## src/rtl/spin_update_engine_pkg.sv

```systemverilog
// Shared types and default widths for the spin update engine and the dot-product chain feeding it.
package spin_update_engine_pkg;

    localparam int DEFAULT_VECTOR_SIZE     = 256;
    localparam int DEFAULT_J_ELEMENT_WIDTH = 4;

    typedef enum logic [2:0] {
        IDLE,
        REQ,
        WAIT,
        UPDATE,
        DONE
    } state_e;

endpackage

```

## src/rtl/spin_update_engine.sv

```systemverilog
// Sequential (Gauss-Seidel) spin update engine: requests one local field per column and updates sigma in place.
// Optional energy accumulator output enabled by defining SPIN_UPDATE_ENGINE_ENERGY_EN.
module spin_update_engine
    import spin_update_engine_pkg::*;
#(
    parameter int VECTOR_SIZE      = DEFAULT_VECTOR_SIZE,
    parameter int J_ELEMENT_WIDTH  = DEFAULT_J_ELEMENT_WIDTH,
    parameter int INT_RESULT_WIDTH = $clog2(VECTOR_SIZE) + J_ELEMENT_WIDTH,
    parameter int SWEEP_WIDTH      = 8
) (
    input  logic                                           clk_i,
    input  logic                                           rst_ni,
    input  logic                                           start_i,
    input  logic [VECTOR_SIZE-1:0]                         sigma_init_i,
    input  logic [SWEEP_WIDTH-1:0]                         sweeps_i,
    output logic                                           col_req_valid_o,
    input  logic                                           col_req_ready_i,
    output logic [$clog2(VECTOR_SIZE)-1:0]                 col_idx_o,
    input  logic                                           field_valid_i,
    output logic                                           field_ready_o,
    input  logic signed [INT_RESULT_WIDTH-1:0]             field_i,
    output logic [VECTOR_SIZE-1:0]                         sigma_o,
    output logic                                           busy_o,
    output logic                                           done_o,
    output logic [$clog2(VECTOR_SIZE)+SWEEP_WIDTH-1:0]     flip_count_o
`ifdef SPIN_UPDATE_ENGINE_ENERGY_EN
    ,
    output logic signed [INT_RESULT_WIDTH+$clog2(VECTOR_SIZE)+SWEEP_WIDTH:0] energy_o
`endif
);

    localparam int IDX_W  = $clog2(VECTOR_SIZE);
    localparam int FLIP_W = IDX_W + SWEEP_WIDTH;
    localparam logic [IDX_W-1:0] LAST_COL = IDX_W'(VECTOR_SIZE - 1);

    state_e                             state;
    logic [SWEEP_WIDTH-1:0]             sweep_cnt;
    logic [SWEEP_WIDTH-1:0]             sweep_total;
    logic signed [INT_RESULT_WIDTH-1:0] field_q;
    logic                               new_spin;

    // Zero field leaves the spin alone; sign decides otherwise.
    always_comb begin
        new_spin = sigma_o[col_idx_o];
        if (field_q[INT_RESULT_WIDTH-1]) begin
            new_spin = 1'b0;
        end else if (field_q != '0) begin
            new_spin = 1'b1;
        end
    end

`ifdef SPIN_UPDATE_ENGINE_ENERGY_EN
    localparam int ENERGY_W = INT_RESULT_WIDTH + IDX_W + SWEEP_WIDTH + 1;
    logic [ENERGY_W-1:0] field_ext;
    assign field_ext = {{(ENERGY_W-INT_RESULT_WIDTH){field_q[INT_RESULT_WIDTH-1]}}, field_q};
`endif

    always_ff @(posedge clk_i or negedge rst_ni) begin
        if (!rst_ni) begin
            state           <= IDLE;
            sigma_o         <= '0;
            flip_count_o    <= '0;
            col_idx_o       <= '0;
            sweep_cnt       <= '0;
            sweep_total     <= '0;
            field_q         <= '0;
            col_req_valid_o <= 1'b0;
            field_ready_o   <= 1'b0;
            busy_o          <= 1'b0;
            done_o          <= 1'b0;
`ifdef SPIN_UPDATE_ENGINE_ENERGY_EN
            energy_o        <= '0;
`endif
        end else begin
            done_o <= 1'b0;
            unique case (state)
                IDLE: begin
                    if (start_i) begin
                        sigma_o      <= sigma_init_i;
                        flip_count_o <= '0;
                        col_idx_o    <= '0;
                        sweep_cnt    <= '0;
                        sweep_total  <= sweeps_i;
`ifdef SPIN_UPDATE_ENGINE_ENERGY_EN
                        energy_o     <= '0;
`endif
                        if (sweeps_i != '0) begin
                            state           <= REQ;
                            col_req_valid_o <= 1'b1;
                            busy_o          <= 1'b1;
                        end else begin
                            state  <= DONE;
                            done_o <= 1'b1;
                        end
                    end
                end
                REQ: begin
                    if (col_req_ready_i) begin
                        col_req_valid_o <= 1'b0;
                        field_ready_o   <= 1'b1;
                        state           <= WAIT;
                    end
                end
                WAIT: begin
                    if (field_valid_i) begin
                        field_q       <= field_i;
                        field_ready_o <= 1'b0;
                        state         <= UPDATE;
                    end
                end
                UPDATE: begin
                    sigma_o[col_idx_o] <= new_spin;
                    if ((new_spin != sigma_o[col_idx_o]) && (flip_count_o != '1)) begin
                        flip_count_o <= flip_count_o + FLIP_W'(1);
                    end
`ifdef SPIN_UPDATE_ENGINE_ENERGY_EN
                    if (new_spin) begin
                        energy_o <= energy_o + field_ext;
                    end else begin
                        energy_o <= energy_o - field_ext;
                    end
`endif
                    if (col_idx_o == LAST_COL) begin
                        col_idx_o <= '0;
                        if (sweep_cnt == sweep_total - SWEEP_WIDTH'(1)) begin
                            state  <= DONE;
                            done_o <= 1'b1;
                            busy_o <= 1'b0;
                        end else begin
                            sweep_cnt       <= sweep_cnt + SWEEP_WIDTH'(1);
                            state           <= REQ;
                            col_req_valid_o <= 1'b1;
                        end
                    end else begin
                        col_idx_o       <= col_idx_o + IDX_W'(1);
                        state           <= REQ;
                        col_req_valid_o <= 1'b1;
                    end
                end
                DONE: begin
                    state <= IDLE;
                end
                default: begin
                    state <= IDLE;
                end
            endcase
        end
    end

endmodule
```

## config.mk

```make
export PLATFORM = sky130hd
export DESIGN_NAME = spin_update_engine
export DESIGN_NICKNAME = d
export VERILOG_FILES = /design/src/rtl/spin_update_engine_pkg.sv /design/src/rtl/spin_update_engine.sv
export SDC_FILE = /design/constraint.sdc
export NUM_CORES = 1
export LEC_CHECK = 0
export ABC_AREA = 1
export CAP_MARGIN = 15
export CORE_AREA = 3 3 217 219
export CTS_CLUSTER_SIZE = 12
export DETAILED_ROUTE_END_ITERATION = 6
export DIE_AREA = 0 0 220 222
export DONT_BUFFER_PORTS = 1
export MAX_ROUTING_LAYER = met4
export RECOVER_POWER = 100
export SYNTH_ARGS = -nofsm -noshare
export SYNTH_HDL_FRONTEND = slang
export SYNTH_SLANG_ARGS = --single-unit
```

## constraint.sdc

```tcl
create_clock -name clk_i -period 2.75 [get_ports clk_i]
set_input_delay 0.6875 -clock clk_i [delete_from_list [all_inputs] [get_ports clk_i]]
set_output_delay 0.6875 -clock clk_i [all_outputs]
set_load 0.05 [all_outputs]
```

* Yosys cells after proc, flatten, opt, wreduce, memory -nomap -nowiden
Cells that the tools add are included.
W data, S select, Z words.
** Word-level totals
- Bits of input ports :: 281
- Flip-flop bits (word level) :: 315
- Output and inout bits :: 284
- Logic and storage cells :: 92
** Cells by class
- Add/subtract/negate cells :: 4
- Equal/unequal tests :: 16
- Multiplexer cells :: 42
- Reduce and logical (&&, ||, !) cells :: 17
- Order comparisons :: 2
** Operators with widths (count)
- $pmux W256 S2 :: 1
- $bwmux W256 :: 1
- $mux W256 :: 1
- $mux W16 :: 2
- $mux W8 :: 4
- $pmux W16 S2 :: 1
- $pmux W8 S2 :: 2
- $mux W3 :: 6
- $mux W1 :: 17
- $add A16 B1 Y16 const B :: 1
- $add A8 B1 Y8 const B :: 2
- $ne A16 B16 Y1 const B :: 1
- $ne A2 B2 Y1 const B :: 8
- $pmux W3 S4 :: 1
- $reduce_bool A12 Y1 :: 1
- $reduce_and A5 Y1 :: 2
- $lt A8 B9 Y1 const B :: 1
- $reduce_and A3 Y1 :: 3
- $bmux W1 S8 :: 1
- $demux W1 S8 :: 1
- $eq A8 B8 Y1 :: 1
- $eq A8 B8 Y1 const B :: 1
- $ge A8 B1 Y1 const B :: 1
- $reduce_bool A8 Y1 :: 1
- 13 further kinds :: 20

* Logic depth before layout (Yosys ltp)
Gate-level depths: netlist of the first run.
- Depth in word-level cells :: 8
- Depth in mapped cells :: 23
- Gate-level depth less buffers :: 20

* Least setup slack after synthesis of the first run
OpenSTA, ideal clock, no wires.
- Path kind :: flip-flop to flip-flop
- From :: register col_idx_o[1]
- To :: register sigma_o[117]
- Path buffers :: 4
- Clock period less this slack :: 2.596 ns
- Arrival :: 2.464 ns
- Cell stages (with the launch flop) :: 20
- Slack :: 0.154 ns
- Library setup time :: 0.131 ns
- Path through :: dfrtp_1 -> buf_4 -> clkbuf_1 -> nor2_1 -> nand2_1 -> nand2_1 -> nand2_1 -> nand2_1 -> nor2_1 -> nor2_1 -> nor2_1 -> nand2_1 -> nand2_1 -> nand2_1 -> nor2_1 -> nand2_1 -> nand2_2 -> buf_6 -> buf_6 -> o211ai_1
** Between the ends
- Longest elaborated chain between the ends :: 6
** RTL lines
- start, declared :: line spin_update_engine.sv:18 : output logic [$clog2(VECTOR_SIZE)-1:0] col_idx_o,
- start signal, assigned :: line spin_update_engine.sv:135 : col_idx_o <= col_idx_o + IDX_W'(1);
- $bmux W1 S8 (tied with other cells) :: line spin_update_engine.sv:44 : new_spin = sigma_o[col_idx_o];
- $mux W1 (implied by the code) or $logic_and A1 B1 Y1 (tied branches) :: line spin_update_engine.sv:44, spin_update_engine.sv:112
- $mux W1 (on tied branches) :: line spin_update_engine.sv:47, spin_update_engine.sv:112
- $mux W1 or $demux W1 S8 (tied branches) :: line spin_update_engine.sv:45, spin_update_engine.sv:112
- $bwmux W256 * :: line spin_update_engine.sv:112 : sigma_o[col_idx_o] <= new_spin;
- $pmux W256 S2 * :: line spin_update_engine.sv:76 : unique case (state)
- end signal, assigned :: line spin_update_engine.sv:79 : sigma_o <= sigma_init_i;
- end signal, assigned by index :: line spin_update_engine.sv:112
- end, declared :: line spin_update_engine.sv:22 : output logic [VECTOR_SIZE-1:0] sigma_o,
Mark *: on every way between the ends. The rest lies on a longest branch, timed or not. The select of a mux whose other input is x is not followed.
A chain may end at the register's enable or synchronous reset.

* Final worst setup path of the first run
- From :: register col_idx_o[0]
- To :: register flip_count_o[9]
** Between the ends
- Longest elaborated chain between the ends :: 8
** RTL lines
- $bmux W1 S8 * :: line spin_update_engine.sv:44, spin_update_engine.sv:113
- $mux W1 (implied by the code) * :: line spin_update_engine.sv:44, spin_update_engine.sv:113
- $mux W1 :: line spin_update_engine.sv:47 : end else if (field_q != '0) begin
- $mux W1 :: line spin_update_engine.sv:45 : if (field_q[INT_RESULT_WIDTH-1]) begin
- $ne A1 B1 Y1 * :: line spin_update_engine.sv:113 : if ((new_spin != sigma_o[col_idx_o]) && (flip_count_o != '1)) begin
- $logic_and A1 B1 Y1 * :: line spin_update_engine.sv:113
- $ne A2 B2 Y1 (no source line) *
- $reduce_and A3 Y1 (no source line) *
- end signal, assigned :: line spin_update_engine.sv:114 : flip_count_o <= flip_count_o + FLIP_W'(1);
- end, declared :: line spin_update_engine.sv:25 : output logic [$clog2(VECTOR_SIZE)+SWEEP_WIDTH-1:0] flip_count_o
Marks and branches as above.

==> qor.yml, run 1 <==
cts_tree: "yes"
synth_edf_count: 0
track_usage_pct: 37.2
use_met2_pct: 57.7
fin_crit_ns: 2.91
dp.final_hpwl_um: 63600
syn_area_um2: 20000
grt_pass1_vias: 21400
vias: 22200
fin_setup_tns_ns: -24.00
rsz0062_at_grt: "true"
ioPinCount: 565
async_flop_share_pct: 100
dieHeight_um: 222
fmax_mhz: 343
violations: "negative hold slack, negative setup slack"
hold_ws_ns: -0.187
multi_input_area_um2: 10700
placedCellCount: 3623
num_rows: 78
utilization_pct: 56.0
clk_pin_slew_ns: 0.06
p_leak_nw: 11.3
drive_gt1_share_pct: 14.5
synth_top_area_cell: "dfrtp_1"
globalplace.congestion: 0.907
grt-ovfl-total: 0
die_x_um: 220
pwr_density_cell_nw_per_um2: 1470
ys.flop_type: "dfrtp_1"
regArea_um2: 7890
r2r_cells: 20
finalPower_mw: 37.4
yosysMostFrequentCell: "nand2_1"
synth_area_leaders: "dfrtp_1, nand2_1, nand3_1"
drt_iter0_markers: 2653
htreeDepth: 2
drcViolationCount: 0
coreArea_um2: 45300
end_kind: "flop"
cts_sinks: 315
vdd_drop_max_mv: 0.652
gr-usage-met3_pct: 10.6
yosys_register_bits: 315
outcome: "finished with violations"
setup.worst_path.class: "reg -> reg"
syn_area_per_cell_um2: 7.17
die_area_um2: 48800
grt.met1_usage_pct: 46.0
relSlewSlack_pct: 0.793
ys_seq_area_share_pct: 39.4
fin_nets: 3404
synth_top_area_share_pct: 39.4
setup-violations-final: 267
cp.required_ns: 3.21
grt_max_degree: 316
ant_nets: 0
ys_top_cells_by_count: "nand2_1, nand3_1, dfrtp_1"
areaGrowthSynthToFinish_pct: 26.7
clk-insertion-delay-late_ns: 0.58
arrival_ns: 3.37
synth_cell_type_count: 36
grt_pass1_wl_um: 134000
finalNonFillerCells: 3748
hold_path_class: "in -> async"
setup_ws_ns: -0.164
nFillCells: 4484
final_hold_viol_count: 105
first_pass_iters: 6
worst_setup_path_start_kind: "flop"
grt_busiest_layer: "met2"
cts_root_buffer: "clkbuf_16"
crit_fanout: 8
r2r_end: "flip_count_o[9]$_DFFE_PN0P_"
fin_worst_skew_ns: 0.0135
rrSetupSlack_ns: -0.16
drv_slew: 0
synth_nets: 3081
maxCapViolCount: 0
synth_cells: 2793
reg2reg_from: "col_idx_o[0]$_DFFE_PN0P_"
io_buffer_count: 0
antenna_found_initial: 3
period_share_pct: 106
wl_per_cell_um: 24.9
tightest_slew_ns: 1.49
drt-total-wl_um: 93200
post-place-ws_ns: -0.126
yosys_warnings: 0
vias_per_cell: 5.94
cts_made_buffers: 40
cts_buffer_depth: 3
start_util_pct: 44.2
==> timing repair <==
action                                  CTS  global route
cloned                                   11            19
endpoints found under the hold margin   315           315
setup buffers                            18             6
pin swaps                                 9            46
endpoints found under the setup margin  267           275
gates resized for setup                  45            85
==> stage by stage <==
step           cell area, µm²  hold WS (ns)
2_1_floorplan           20000         0.392
3_3_place_gp            23600         0.401
3_5_place_dp            23600         0.402
4_1_cts                 25700        -0.207
5_1_grt                 25400        -0.198
6_report                25400        -0.187
==> flip-flops by register name, indices dropped and copies added, names as in the netlist <==
| name | cells |
|---|---|
| col_req_valid_o | 1 |
| col_idx_o | 8 |
| flip_count_o | 16 |
| state | 3 |
| sigma_o | 256 |
| busy_o | 1 |
| sweep_total | 8 |
| field_q | 12 |
| sweep_cnt | 8 |
| field_ready_o | 1 |
| done_o | 1 |
==> report_power, final <==
part	switching, mW	internal [mW]
logic	16.9	6.88
registers	1.27	6.59
clock network	2.22	3.48
total	20.4	16.9
==> cell type report <==
class	count	area share (%)
Antenna cell	3	0.0296
Clock buffer	59	4.70
Clock inverter	12	0.799
Tap cell	600	2.96
Timing Repair Buffer	485	15.0
Sequential cell	315	31.1
Inverter	220	3.34
Multi-Input combinational cell	2054	42.1
==> logic make-up (layout without fill, tap and decap cells) <==
| logic type | count (synthesis) | in the layout | synth area share, % |
|---|---|---|---|
| compound gates | 354 | 354 | 14.5 |
| xor+xnor | 23 | 23 | 1.01 |
| fa+ha+maj | 7 | 7 | 0.437 |
| buf+inv | 425 | 776 | 9.31 |
| flops | 315 | 315 | 39.4 |
| other cells | 0 | 3 | 0 |
| simple gates | 1669 | 1670 | 35.4 |
==> critical path: stages (launching register included) <==
cell and delay (ns):
dfrtp_4 0.60, buf_12 0.21, buf_16 0.16, nor2_1 0.12, nor2_1 0.05, nand2_1 0.07
nand2_1 0.06, nand2_1 0.05, nand2_1 0.04, o21ai_1 0.12, nand2_1 0.09, o21ai_2 0.19
nand2_2 0.11, buf_6 0.12, buf_6 0.10, o21ai_2 0.13, nand3_2 0.11, nand2_4 0.17
nand2_4 0.12, nand2_1 0.10, nand2_1 0.06
==> how the worst max path moves through the flow <==
stage | to | from | slack [ns] | cells past startpoint
floorplan | sigma_o[117]$_DFFE_PN0P_ | col_idx_o[1]$_DFFE_PN0P_ | 0.15 | 19
global placement | sigma_o[213]$_DFFE_PN0P_ | col_idx_o[0]$_DFFE_PN0P_ | -0.15 | 15
detailed placement | sigma_o[0]$_DFFE_PN0P_ | col_idx_o[0]$_DFFE_PN0P_ | -0.13 | 19
CTS | sigma_o[224]$_DFFE_PN0P_ | col_idx_o[0]$_DFFE_PN0P_ | -0.10 | 20
global route | sigma_o[201]$_DFFE_PN0P_ | col_idx_o[0]$_DFFE_PN0P_ | -0.32 | 22
finish | flip_count_o[9]$_DFFE_PN0P_ | col_idx_o[0]$_DFFE_PN0P_ | -0.16 | 20
==> per-layer routing <==
metal	share of wire [%]	wire length, µm	vias up
met3	11	9810	265
met2	46	42900	1221
met5	0	0	-
li1	-	-	10000
met4	4.8	4450	0
met1	39	36000	10700
==> cells in the final DEF (no fill, tap or decap), types with 4 or more instances in the layout <==
cell / count
dfrtp_1: 313
nand3_2: 7
clkbuf_16: 57
o21ai_2: 7
o22ai_1: 4
xnor2_1: 7
buf_4: 119
buf_6: 18
o211ai_2: 90
o21ai_0: 28
buf_8: 4
buf_12: 39
inv_1: 212
ha_1: 7
nor2_1: 150
clkbuf_1: 280
nand2_1: 831
bufinv_16: 5
o211ai_1: 166
nor2_4: 21
o21ai_1: 17
nand2_2: 18
clkbuf_8: 10
xor2_1: 16
nor4_1: 8
a21oi_1: 33
nor3_1: 27
o31ai_1: 4
nand4_1: 4
nor2_2: 15
nand3_1: 572
buf_16: 16
nand2_4: 6
Note: power is estimated with default switching activity, not from simulation.
==> run 2, diff against run 1 <==
ABC_AREA = not set   (was 1)
CORE_AREA = 3 3 221 223   (was 3 3 217 219)
DIE_AREA = 0 0 224 226   (was 0 0 220 222)
DONT_BUFFER_PORTS = not set   (was 1)
PLACE_DENSITY_LB_ADDON = 0.08   (was not set)
==> qor.yml, run 2 <==
drt-total-wl_um: 91200  # -2.1%
synth_top_area_share_pct: 41.1  # +1.7 points
ys.flop_type: "dfrtp_1"
post-place-ws_ns: -0.495  # -0.370 ns
fin_nets: 2828  # -17%
globalplace.congestion: 0.969  # +6.9%
first_pass_iters: 5  # -1
setup_ws_ns: -0.374  # -0.210 ns
hold_path_class: "in -> async"
io_buffer_count: 564  # +564
die_x_um: 224  # +1.8%
grt_busiest_layer: "met2"
violations: "max-capacitance violations, max-slew violations, negative setup slack"
synth_edf_count: 0  # unchanged
end_kind: "flop"
finalNonFillerCells: 3180  # -15%
async_flop_share_pct: 100  # unchanged
placedCellCount: 3087  # -15%
fin_crit_ns: 3.12  # +0.210 ns
clk_pin_slew_ns: 0.06  # about the same
dp.final_hpwl_um: 67300  # +5.7%
outcome: "finished with violations"
hold_ws_ns: 0.481  # +0.668 ns
wl_per_cell_um: 28.7  # +15%
gr-usage-met3_pct: 5.33  # -5.3 points
utilization_pct: 61.8  # +5.8 points
period_share_pct: 114  # +7.6 points
tightest_slew_ns: 1.51  # +0.0245 ns
cts_tree: "yes"
rsz0062_at_grt: "true"
synth_cell_type_count: 69  # +92%
finalPower_mw: 37.8  # +1.2%
dieHeight_um: 226  # +1.8%
relSlewSlack_pct: -0.839  # -1.6 points
final_hold_viol_count: 0  # -100%
cp.required_ns: 3.15  # -0.06 ns
critPathMaxStageDelay_ns: 0.54  # -0.06 ns
arrival_ns: 3.52  # +0.15 ns
num_rows: 79  # +1.3%
path_buf_inv: 3  # -1
vias_per_cell: 6.38  # +7.4%
grt_max_degree: 98  # -69%
synth_area_leaders: "dfrtp_1, a221oi_1, mux4_2"
drive_gt1_share_pct: 22.0  # +7.5 points
synth_top_area_cell: "dfrtp_1"
layout_commonest_cell: "dfrtp_1"
pwr_density_cell_nw_per_um2: 1310  # -11%
die_area_um2: 50600  # +3.7%
ys_seq_area_share_pct: 41.1  # +1.7 points
grt_pass1_vias: 20100  # -6.1%
top_register: "sigma_o"
grt-ovfl-total: 0  # unchanged
reg_top3: "sigma_o x256, flip_count_o x16, field_q x12"
crit_fanout: 23  # +15
yosys_register_bits: 315  # unchanged
syn_area_per_cell_um2: 10.4  # +45%
cp_cell_sequence: "buf_12, mux4_2, a221oi_2, o21ai_1, o22ai_1, o221a_2, or2_4, o21a_4, buf_12, buf_16, a31oi_1"
synth_nets: 2137  # -31%
htreeDepth: 2  # unchanged
yosys_warnings: 0  # unchanged
setup-violations-final: 282  # +5.6%
nFillCells: 3867  # -14%
worst_setup_path_start_kind: "flop"
grt.met1_usage_pct: 46.8  # +0.84 points
vdd_drop_max_mv: 0.711  # +9.1%
drv_slew: 59  # +59
p_leak_nw: 12.6  # +11%
crit_top_cell: "buf_12"
drt_iter0_markers: 2016  # -24%
coreArea_um2: 46800  # +3.2%
track_usage_pct: 35.8  # -1.5 points
cts_sinks: 315  # unchanged
drcViolationCount: 0  # unchanged
grt_pass1_wl_um: 132000  # -1.6%
final_cell_mix: "dfrtp_1, clkdlybuf4s50_1, dlygate4sd3_1, buf_4, a221oi_1"
use_met2_pct: 56.7  # -0.92 points
start_util_pct: 41.0  # -3.2 points
largest_reg_flops: 256  # unchanged
cts_made_buffers: 39  # -2.5%
cts_buffer_depth: 3  # unchanged
clk-insertion-delay-late_ns: 0.57  # about the same
syn_area_um2: 19200  # -4.2%
antenna_found_initial: 5  # +2
crit_family: "compound AO/OA/AOI/OAI gates"
fmax_mhz: 320  # -6.7%
ys_top_cells_by_count: "dfrtp_1, a221oi_1, a31oi_1"
dpl_cell_area_um2: 27300  # +16%
yosysMostFrequentCell: "dfrtp_1"
ant_nets: 0  # unchanged
cts_root_buffer: "clkbuf_16"
ioPinCount: 565  # unchanged
maxCapViolCount: 1  # +1
critPathSlowestCell: "dfrtp_4"
synth_cells: 1849  # -34%
fin_setup_tns_ns: -81.87  # -57.87 ns
setup.worst_path.class: "reg -> reg"
areaGrowthSynthToFinish_pct: 50.6
stdcell_area_um2: 28900  # +14%
vias: 20300  # -8.8%
fin_worst_skew_ns: 0.0182  # +0.00473 ns
==> run 2: cell types whose count changed in the layout (fill, tap and decap cells not counted), sizes merged, moves of 203 or more <==
cell           change
a31oi            +219
a221oi           +215
clkbuf           -276
dlygate4sd3      +275
nand2            -774
o211ai           -253
nand3            -536
inv              -203
clkdlybuf4s50    +281
==> run 2: layout make-up <==
| type | count | area (µm²) | area share, % |
|---|---|---|---|
| Antenna cell | 4 | 10.0 | 0.0346 |
| Clock buffer | 53 | 1130 | 3.90 |
| Clock inverter | 17 | 121 | 0.420 |
| Inverter | 14 | 53.8 | 0.186 |
| Multi-Input combinational cell | 1285 | 10200 | 35.4 |
| Sequential cell | 315 | 7890 | 27.3 |
| Tap cell | 607 | 759 | 2.63 |
| Timing Repair Buffer | 885 | 8700 | 30.1 |
==> run 2: cells by family after synthesis <==
group	Yosys count	synth area share, %
AO/OA/AOI/OAI	543	22.1
AND/OR/NAND/NOR	539	15.2
flip-flops	315	41.1
buffers and inverters	249	6.91
multiplexers	182	13.6
XOR/XNOR	14	0.639
adder cells (fa/ha/maj)	7	0.456
==> run 2: final timing paths <==
kind | startpoint | to | slack [ns] | cells after the start
max | col_idx_o[1]$_DFFE_PN0P_ | sigma_o[75]$_DFFE_PN0P_ | -0.37 | 11
min | rst_ni | field_q[10]$_DFFE_PN0P_ | 0.48 | 1
max reg2reg | col_idx_o[1]$_DFFE_PN0P_ | sigma_o[75]$_DFFE_PN0P_ | -0.37 | 11
min reg2reg | field_q[2]$_DFFE_PN0P_ | field_q[2]$_DFFE_PN0P_ | 0.51 | 1
max in group asynchronous | rst_ni | col_idx_o[0]$_DFFE_PN0P_ | 0.45 | 2
min in group clk_i | field_q[2]$_DFFE_PN0P_ | field_q[2]$_DFFE_PN0P_ | 0.51 | 1
==> run 2: layer usage <==
| metal | share of wire [%] | up-vias |
|---|---|---|
| met3 | 7.6 | 183 |
| li1 | - | 8690 |
| met1 | 40 | 10200 |
| met2 | 48 | 1199 |
| met5 | 0 | - |
| met4 | 3.8 | 0 |
==> run 2: timing repair <==
| action | CTS | global route |
|---|---|---|
| gates resized for setup | 26 | 23 |
| buffers inserted | 11 | 3 |
| hold buffers | 0 | 0 |
| setup endpoints to repair | 279 | 283 |
| gates cloned | 2 | 3 |
| endpoints found under the hold margin | 0 | 0 |
| pin swaps | 5 | 3 |
==> run 2: where the power goes <==
group	total, mW	switching, mW	internal (mW)	leakage (nW)
clock	5.12	2.14	2.97	0.636
sequential	8.28	1.65	6.63	3.92
combinational	24.4	14.8	9.58	7.99
total	37.8	18.6	19.2	12.6
